### config.mk
export PLATFORM = sky130hd
export DESIGN_NAME = turn_queue_flat
export DESIGN_NICKNAME = d
export VERILOG_FILES = /design/src/rtl/pacman_pkg.sv /design/src/rtl/turn_queue_if.sv /design/src/rtl/key_decode.sv /design/src/rtl/turn_queue.sv /design/src/flat_wrapper.sv
export SDC_FILE = /design/constraint.sdc
export NUM_CORES = 1
export LEC_CHECK = 0
export CAP_MARGIN = 20
export CORE_AREA = 10 10 66 68
export DETAILED_ROUTE_END_ITERATION = 8
export DIE_AREA = 0 0 76 78
export PLACE_DENSITY = 0.74
export RECOVER_POWER = 50
export SYNTH_ARGS = -nofsm -noshare
export SYNTH_HDL_FRONTEND = slang
export SYNTH_SLANG_ARGS = --single-unit
### constraint.sdc
create_clock -name frame_clk -period 3.8 [get_ports frame_clk]
set_input_delay 0.57 -clock frame_clk [delete_from_list [all_inputs] [get_ports frame_clk]]
set_output_delay 0.57 -clock frame_clk [all_outputs]
set_load 0.02 [all_outputs]
### src/rtl/pacman_pkg.sv
// pacman_pkg: shared direction/key encodings and turn-queue state type.
package pacman_pkg;
    typedef enum logic [1:0] {DIR_R, DIR_D, DIR_L, DIR_U} dir_t;
    typedef enum logic [1:0] {TQ_IDLE, TQ_MOVING, TQ_PENDING} tq_state_t;
    localparam logic [7:0] KEY_W = 8'h1A;
    localparam logic [7:0] KEY_A = 8'h04;
    localparam logic [7:0] KEY_S = 8'h16;
    localparam logic [7:0] KEY_D = 8'h07;
    // R<->L and D<->U differ only in the upper encoding bit
    function automatic dir_t opposite(dir_t d);
        return dir_t'(d ^ 2'b10);
    endfunction
    function automatic logic [7:0] dir_to_key(dir_t d);
        return d == DIR_R ? KEY_D : d == DIR_D ? KEY_S : d == DIR_L ? KEY_A : KEY_W;
    endfunction
endpackage

### src/rtl/turn_queue_if.sv
// turn_queue_if: keycode/position inputs and held-direction outputs of the turn queue.
interface turn_queue_if;
    import pacman_pkg::*;
    logic [7:0] keycode;
    logic [9:0] BallX;
    logic [9:0] BallY;
    logic       isDefeated;
    logic       death;
    logic [7:0] keycode_out;
    dir_t       cur_dir;
    logic       pend_valid;
    dir_t       pend_dir;
    modport master (output keycode, BallX, BallY, isDefeated, death,
                    input keycode_out, cur_dir, pend_valid, pend_dir);
    modport slave  (input keycode, BallX, BallY, isDefeated, death,
                    output keycode_out, cur_dir, pend_valid, pend_dir);
endinterface

### src/rtl/key_decode.sv
// key_decode: WASD HID keycode to {valid, direction}; anything else is no key.
module key_decode
    import pacman_pkg::*;
(
    input  logic [7:0] keycode_i,
    output logic       valid_o,
    output dir_t       dir_o
);
    always_comb begin
        valid_o = keycode_i == KEY_D || keycode_i == KEY_S || keycode_i == KEY_A || keycode_i == KEY_W;
        dir_o   = keycode_i == KEY_S ? DIR_D : keycode_i == KEY_A ? DIR_L : keycode_i == KEY_W ? DIR_U : DIR_R;
    end
endmodule

### src/rtl/turn_queue.sv
// turn_queue: holds pacman's direction and defers perpendicular turns until the
// sprite (predicted ALIGN_LEAD px ahead) sits on a tile corner.
module turn_queue
    import pacman_pkg::*;
#(
    parameter int TILE_LOG2     = 3,
    parameter int ALIGN_LEAD    = 2,
    parameter int QUEUE_TIMEOUT = 32
) (
    input logic         frame_clk,
    input logic         Reset_n,
    turn_queue_if.slave bus
);
    localparam int TW = $clog2(QUEUE_TIMEOUT);
    localparam logic [TW-1:0] TMAX = TW'(QUEUE_TIMEOUT - 1);
    localparam logic [9:0] LEAD = 10'(ALIGN_LEAD);

    tq_state_t     state_q, state_d;
    dir_t          cur_q, cur_d, pd_q, pd_d, kdir;
    logic          pv_q, pv_d, kvalid, aligned;
    logic [TW-1:0] tmr_q, tmr_d;
    logic [7:0]    ko_q, ko_d;
    logic [9:0]    px, py;

    key_decode u_dec (.keycode_i(bus.keycode), .valid_o(kvalid), .dir_o(kdir));

    assign px = bus.BallX + (cur_q == DIR_R ? LEAD : cur_q == DIR_L ? -LEAD : 10'd0);
    assign py = bus.BallY + (cur_q == DIR_D ? LEAD : cur_q == DIR_U ? -LEAD : 10'd0);
    assign aligned = ~|px[TILE_LOG2-1:0] && ~|py[TILE_LOG2-1:0];

    always_comb begin
        state_d = state_q;
        cur_d   = cur_q;
        pv_d    = pv_q;
        pd_d    = pd_q;
        tmr_d   = tmr_q;
        if (bus.death || bus.isDefeated) begin
            state_d = TQ_IDLE;
            cur_d   = DIR_R;
            pv_d    = 1'b0;
            pd_d    = DIR_R;
            tmr_d   = '0;
        end else begin
            case (state_q)
                TQ_IDLE: begin
                    state_d = kvalid ? TQ_MOVING : TQ_IDLE;
                    cur_d   = kvalid ? kdir : cur_q;
                end
                TQ_MOVING: begin
                    if (kvalid && kdir != cur_q) begin
                        if (kdir == opposite(cur_q) || aligned) begin
                            cur_d = kdir;
                        end else begin
                            pd_d    = kdir;
                            pv_d    = 1'b1;
                            tmr_d   = '0;
                            state_d = TQ_PENDING;
                        end
                    end
                end
                TQ_PENDING: begin
                    if (kvalid && kdir == opposite(cur_q)) begin
                        cur_d   = kdir;
                        pv_d    = 1'b0;
                        state_d = TQ_MOVING;
                    end else if (kvalid && kdir != cur_q && kdir != pd_q) begin
                        pd_d  = kdir;
                        tmr_d = '0;
                    end else if (aligned) begin
                        cur_d   = pd_q;
                        pv_d    = 1'b0;
                        state_d = TQ_MOVING;
                    end else if (tmr_q == TMAX) begin
                        pv_d    = 1'b0;
                        state_d = TQ_MOVING;
                    end else begin
                        tmr_d = tmr_q + TW'(tmr_q != '1);
                    end
                end
                default: state_d = TQ_IDLE;
            endcase
        end
        ko_d = state_d == TQ_IDLE ? 8'h00 : dir_to_key(cur_d);
    end

    always_ff @(posedge frame_clk) begin
        if (!Reset_n) begin
            state_q <= TQ_IDLE;
            cur_q   <= DIR_R;
            pv_q    <= 1'b0;
            pd_q    <= DIR_R;
            tmr_q   <= '0;
            ko_q    <= 8'h00;
        end else begin
            state_q <= state_d;
            cur_q   <= cur_d;
            pv_q    <= pv_d;
            pd_q    <= pd_d;
            tmr_q   <= tmr_d;
            ko_q    <= ko_d;
        end
    end

    assign bus.keycode_out = ko_q;
    assign bus.cur_dir     = cur_q;
    assign bus.pend_valid  = pv_q;
    assign bus.pend_dir    = pd_q;
endmodule

### src/flat_wrapper.sv
// flat-port wrapper written by rule: the top's interface ports become plain ports
module turn_queue_flat import pacman_pkg::*;
#(
    parameter int TILE_LOG2     = 3,
    parameter int ALIGN_LEAD    = 2,
    parameter int QUEUE_TIMEOUT = 32
)
  (frame_clk, Reset_n, bus_keycode, bus_BallX, bus_BallY, bus_isDefeated, bus_death, bus_keycode_out, bus_cur_dir, bus_pend_valid, bus_pend_dir);
  turn_queue_if bus_i ();
  input logic frame_clk;
  input logic Reset_n;
  input wire logic [$bits(bus_i.keycode)-1:0] bus_keycode;
  input wire logic [$bits(bus_i.BallX)-1:0] bus_BallX;
  input wire logic [$bits(bus_i.BallY)-1:0] bus_BallY;
  input wire logic [$bits(bus_i.isDefeated)-1:0] bus_isDefeated;
  input wire logic [$bits(bus_i.death)-1:0] bus_death;
  output wire logic [$bits(bus_i.keycode_out)-1:0] bus_keycode_out;
  output wire logic [$bits(bus_i.cur_dir)-1:0] bus_cur_dir;
  output wire logic [$bits(bus_i.pend_valid)-1:0] bus_pend_valid;
  output wire logic [$bits(bus_i.pend_dir)-1:0] bus_pend_dir;
  assign bus_i.keycode = bus_keycode;
  assign bus_i.BallX = bus_BallX;
  assign bus_i.BallY = bus_BallY;
  assign bus_i.isDefeated = bus_isDefeated;
  assign bus_i.death = bus_death;
  assign bus_keycode_out = bus_i.keycode_out;
  assign bus_cur_dir = bus_i.cur_dir;
  assign bus_pend_valid = bus_i.pend_valid;
  assign bus_pend_dir = bus_i.pend_dir;
  turn_queue #(.TILE_LOG2(TILE_LOG2), .ALIGN_LEAD(ALIGN_LEAD), .QUEUE_TIMEOUT(QUEUE_TIMEOUT)) u_core (.frame_clk(frame_clk), .Reset_n(Reset_n), .bus(bus_i));
endmodule
* Yosys cells after proc, flatten, opt, wreduce, memory -nomap -nowiden
Index checks and enable logic that the tools add are counted.
** Storage, ports and cells
- Logic and storage cells :: 108
- Bits in latches :: 0
- Bits in writable memories :: 0
- Bits in read-only memories :: 0
- Output and inout bits :: 13
- Flip-flop bits (word level) :: 20
- Memories kept :: 0
- Bits of input ports :: 32
** Operators by class
- Multipliers :: 0
- Add/subtract/negate cells :: 3
- Muxes and demuxes :: 46
- Shift operators :: 0
- Reductions and logical operators :: 25
- Equality and inequality tests :: 24
- Order comparisons :: 0
- Bitwise logic cells :: 2
- Divide/modulo/power cells :: 0
** Operator list (number)
- 2-bit 2-to-1 mux :: 21
- 5-bit 2-to-1 mux :: 8
- 8-bit by 3-bit equality test with 1-bit output (second input constant) :: 2
- 8-bit by 5-bit equality test with 1-bit output (second input constant) :: 2
- 3-bit 2-to-1 mux :: 5
- 2-bit case mux with 3 select lines :: 2
- 5-bit case mux with 2 select lines :: 1
- 5-bit AND reduction :: 2
- 3-bit OR reduction :: 3
- 2-bit equality test (second input constant) :: 4
- 2-bit logical NOT :: 4
- 1-bit 2-to-1 mux :: 7
- 3-bit adder :: 2
- 2-bit by 1-bit equality test with 1-bit output (second input constant) :: 3
- 3-bit by 2-bit inequality test with 1-bit output (second input constant) :: 2
- 6-bit AND reduction :: 1
- 5-bit by 1-bit adder with 5-bit output :: 1
- 5-bit equality test (second input constant) :: 1
- 1-bit logical OR :: 5
- 5-bit inequality test (second input constant) :: 1
- 1-bit logical AND :: 4
- 2-bit by 1-bit inequality test with 1-bit output (second input constant) :: 2
- 2-bit inequality test :: 2
- 2-bit inequality test (second input constant) :: 2
- 10 further kinds :: 13

* Logic depth before layout (Yosys ltp)
- Word-level depth :: 16
- Mapped depth :: 10
- Gate-level depth less buffers :: 10

* Cells and area by module
Synthesis repeated with hierarchy kept, for this count alone.
** Unflattened totals
- Cells, all modules :: 153
- Area, all modules :: 1262.5 µm²
** By module, submodules not included
- turn_queue :: cells an instance 141, area each 1173.6 µm², instances 1
- key_decode :: cells an instance 12, area each 88.8 µm², instances 1

* Worst setup path before layout
Ideal clock, no wire load.
- Path kind :: in2reg
- Start point :: input bus_keycode[3]
- End point :: register u_core.cur_q[1], in the netlist u_core.bus.cur_dir[1]
- Setup time :: 0.113 ns
- Arrival :: 2.835 ns
- Cell stages on the path :: 8
- Setup slack :: 0.852 ns
- Cell sequence :: or4b_4 -> a21o_1 -> a221o_1 -> a221o_1 -> and3_1 -> o311a_1 -> o221a_4 -> and2_4
** Between the ends
- Word-level cells in the longest chain between the ends :: 11
- Elaborated cells on any way between the ends :: 24
** RTL lines
- start, declared :: RTL line flat_wrapper.sv:12 : input wire logic [$bits(bus_i.keycode)-1:0] bus_keycode;
- 8-bit by 5-bit equality test with 1-bit output :: RTL line key_decode.sv:10, key_decode.sv:11
- 2-bit 2-to-1 mux (3 in a row) :: RTL line key_decode.sv:11 : dir_o = keycode_i == KEY_S ? DIR_D : keycode_i == KEY_A ? DIR_L : keycode_i == KEY_W ? DIR_U : DIR_R;
- 2-bit inequality test :: RTL line turn_queue.sv:50, turn_queue.sv:66
- 1-bit logical AND :: RTL line turn_queue.sv:50, turn_queue.sv:66
- 1-bit logical AND :: RTL line turn_queue.sv:66 : end else if (kvalid && kdir != cur_q && kdir != pd_q) begin
- 2-bit 2-to-1 mux :: RTL line turn_queue.sv:66
- 2-bit 2-to-1 mux :: RTL line turn_queue.sv:62 : if (kvalid && kdir == opposite(cur_q)) begin
- 2-bit case mux with 3 select lines * :: RTL line turn_queue.sv:44 : case (state_q)
- 2-bit 2-to-1 mux * :: RTL line turn_queue.sv:37 : if (bus.death || bus.isDefeated) begin
- end signal, assigned :: RTL line turn_queue.sv:96 : cur_q <= cur_d;
- end, declared :: RTL line turn_queue.sv:19 : dir_t cur_q, cur_d, pd_q, pd_d, kdir;
Every way passes the cells marked *; elsewhere a longest branch is shown, timed or not.
A chain may end at the register's enable or synchronous reset.

* Final worst setup path
- Start point :: input bus_keycode[3]
- End point :: register u_core.tmr_q[1]
** Between the ends
- Word-level cells in the longest chain between the ends :: 10
- Elaborated cells on any way between the ends :: 26
** RTL lines
- 8-bit by 5-bit equality test with 1-bit output :: RTL line key_decode.sv:10, key_decode.sv:11
- 2-bit 2-to-1 mux (3 in a row) :: RTL line key_decode.sv:11
- 2-bit inequality test :: RTL line turn_queue.sv:50, turn_queue.sv:66
- 1-bit logical AND :: RTL line turn_queue.sv:50, turn_queue.sv:66
- 1-bit logical AND :: RTL line turn_queue.sv:66
- 5-bit 2-to-1 mux :: RTL line turn_queue.sv:66
- 5-bit 2-to-1 mux :: RTL line turn_queue.sv:62
- 5-bit case mux with 2 select lines :: RTL line turn_queue.sv:44
- end signal, assigned :: RTL line turn_queue.sv:99 : tmr_q <= tmr_d;
- end, declared :: RTL line turn_queue.sv:21 : logic [TW-1:0] tmr_q, tmr_d;
Parallel ways exist; a longest one is shown, timed or not. The select of a mux whose other input is x is not followed.

==> impl_metrics.yaml <==
outcome:
  outcome: "complete, no violations"
cts:
  clock_latency_ns: 0.29
  cts_buffers: 3
  htreeDepth: 1
  cts_root_buffer: "clkbuf_4"
  postCtsHoldBufs: 0
  cts_tree: "yes"
  path_clk_slew_ns: 0.10
  cts_resized: 0
  cts_buffer_depth: 2
  clock_sink_count: 17
  postCtsSetupRepairBufs: 0
die:
  io_pins: 45
  rows: 21
  core_um2: 3180
  die_w_um: 76
  fp.dieH_um: 78
  initial_core_util_pct: 43.4
  die_area_um2: 5930
layout:
  final_nets: 239
  syn2layout_area_growth_pct: 23.8
  fin_util_pct: 53.8
  antenna_cells: 0
  drive_gt1_share_pct: 8.08
pwr:
  p_per_area_nw_per_um2: 189
  max-vdd-ir-drop_mv: 0.162
  power_leakage_nw: 0.647
critical_path:
  crit_chain: "dlygate4sd3_1, or4b_1, a21o_1, a221o_1, a221oi_1, o211ai_1, and2_1, and4_1, o21a_1"
  r2r_slack_ns: 0.83
  slowest_delay_ns: 0.62
  start_kind: "primary input"
  crit_path_top_delay_cell: "dlygate4sd3_1"
  reg2reg_depth: 9
  endpoint_kind: "flip-flop"
  cp_max_fo: 6
  crit_required_ns: 4.00
  path_class: "in -> reg"
  arrival_ns: 3.70
global_route:
  grtUsageTotal_pct: 11.2
  grt_pass1_vias: 1335
  antenna_found_initial: 0
  grt_overflow_total: 0
  grt_max_degree: 15
  grt_pass1_wl_um: 5830
route:
  first_pass_iters: 4
  drcViolationCount: 0
  drtIter0Drc: 100
  num_vias: 1366
  wl_um: 3450
  vias_per_cell: 5.60
  final_antenna_net_count: 0
  wl_per_cell_um: 14.1
timing:
  slew_viol_final: 0
  slew_headroom_pct: 66.1
  rsz0062_at_grt: "no"
  setup_tns_ns: 0
  period_minus_slack_ns: 3.50
  finalSetupViolCount: 0
  finalHoldViolCount: 0
  timing.hold.ws_ns: 0.477
  min_period_over_period_pct: 92.1
  tightest_slew_ns: 0.508
  max_freq_ghz: 0.286
  skew_ns: 0.00105
synthesis:
  syn-instance-count: 169
  synthFlopType: "dfxtp_1"
  synth_area_um2: 1380
  synth_top_area_share_pct: 24.7
  synthArstFlopShare_pct: 0
  synth_top_area_cell: "dfxtp_1"
  yosysMostFrequentCell: "dfxtp_1"
  synth_area_per_cell_um2: 8.17
  seq_area_frac_synth_pct: 24.7
  synth.area.top_cells: "dfxtp_1 25%, ha_1 7.3%, nand2_1 3.8%"
  ys_seq_elements: 17
  synth_edf_count: 0
  ys_warn_count: 0
  synth.cells.most_frequent: "17 x dfxtp_1, 14 x nand2_1, 13 x nor2_1"
  netlist-cell-type-count: 51
run:
  cap_violations: 0
hold_path:
  whs_path_depth: 2
  hp-class: "reg -> reg"
placement:
  gp_congestion: 0.845
  io_buffers: 27
  place_hpwl_um: 2760
-- flip-flops by register name, summed over array words and instances (netlist names) --
register and count:
u_core.bus.keycode_out 5, u_core.tmr_q 5, u_core.bus.cur_dir 2, u_core.bus.pend_dir 2, u_core.state_q 2, u_core.bus.pend_valid 1
-- cell usage in the layout, fill, tap and decap left out, drive strengths merged, types with 5 or more instances in the layout --
cell and instances:
nor2 13, xor2 6, xnor2 6, ha 8, nand2 14, a21oi 10
o21ai 8, dlygate4sd3 11, dfxtp 17, inv 7, clkdlybuf4s50 16, and2 5
nand3 6
-- layout make-up --
| cell class | instances | area, µm² |
|---|---|---|
| flip-flops and latches | 17 | 340 |
| repair buffers | 29 | 285 |
| well taps | 46 | 57.6 |
| multi-input cells | 140 | 968 |
| clock buffers | 3 | 22.5 |
| clock inverters | 1 | 5.00 |
| inverters | 8 | 30.0 |
| fillers | 287 | 1470 |
-- per-layer routing --
layer	wire length (µm)	vias to the layer above	GRT usage, %
li1	-	679	-
met5	0	-	0
met3	256	13	2.88
met4	63	0	3.79
met2	1710	55	20.6
met1	1410	619	12.1
-- through the flow --
stage               instance area, µm²  worst slack [ns]  power, mW  cells
global route                      1710             0.198      0.340    244
CTS                               1710             0.463      0.324    244
detailed placement                1690             0.156      0.228    240
global placement                  1690             0.199      0.227    240
finish                            1710             0.299      0.322    244
floorplan                         1390             0.852      0.206    171
-- final timing paths --
| check | from | endpoint |
|---|---|---|
| max | bus_keycode[3] | u_core.tmr_q[1]$_SDFFE_PP0P_ |
| min | u_core.bus.pend_valid$_SDFFE_PP0P_ | u_core.bus.pend_valid$_SDFFE_PP0P_ |
| max reg2reg | u_core.bus.cur_dir[0]$_SDFF_PN0_ | u_core.tmr_q[1]$_SDFFE_PP0P_ |
| min reg2reg | u_core.bus.pend_valid$_SDFFE_PP0P_ | u_core.bus.pend_valid$_SDFFE_PP0P_ |
-- cells by family (layout without fill, tap and decap cells) --
logic type               after synthesis  in the layout  share of synthesized area [%]
flip-flops                            17             17                           24.7
buffers and inverters                 14             41                           5.44
AND/OR/NAND/NOR                       67             67                           26.7
XOR/XNOR                              12             12                           7.62
other                                  1              3                          0.272
multiplexers                           4              4                           2.90
adder cells (fa/ha/maj)                8              8                           7.25
AO/OA/AOI/OAI                         46             46                           25.1
-- power breakdown --
group | switching [mW] | internal [mW]
clock network | 0.0589 | 0.0391
logic | 0.0214 | 0.0244
registers | 0.000141 | 0.178
-- critical path, delay by kind of cell --
| family | cells | cell delay (ns) |
|---|---|---|
| AO/OA/AOI/OAI | 5 | 1.44 |
| buffers and inverters | 1 | 0.62 |
| AND/OR/NAND/NOR | 3 | 1.06 |
Note: power is estimated with default switching activity, not from simulation.
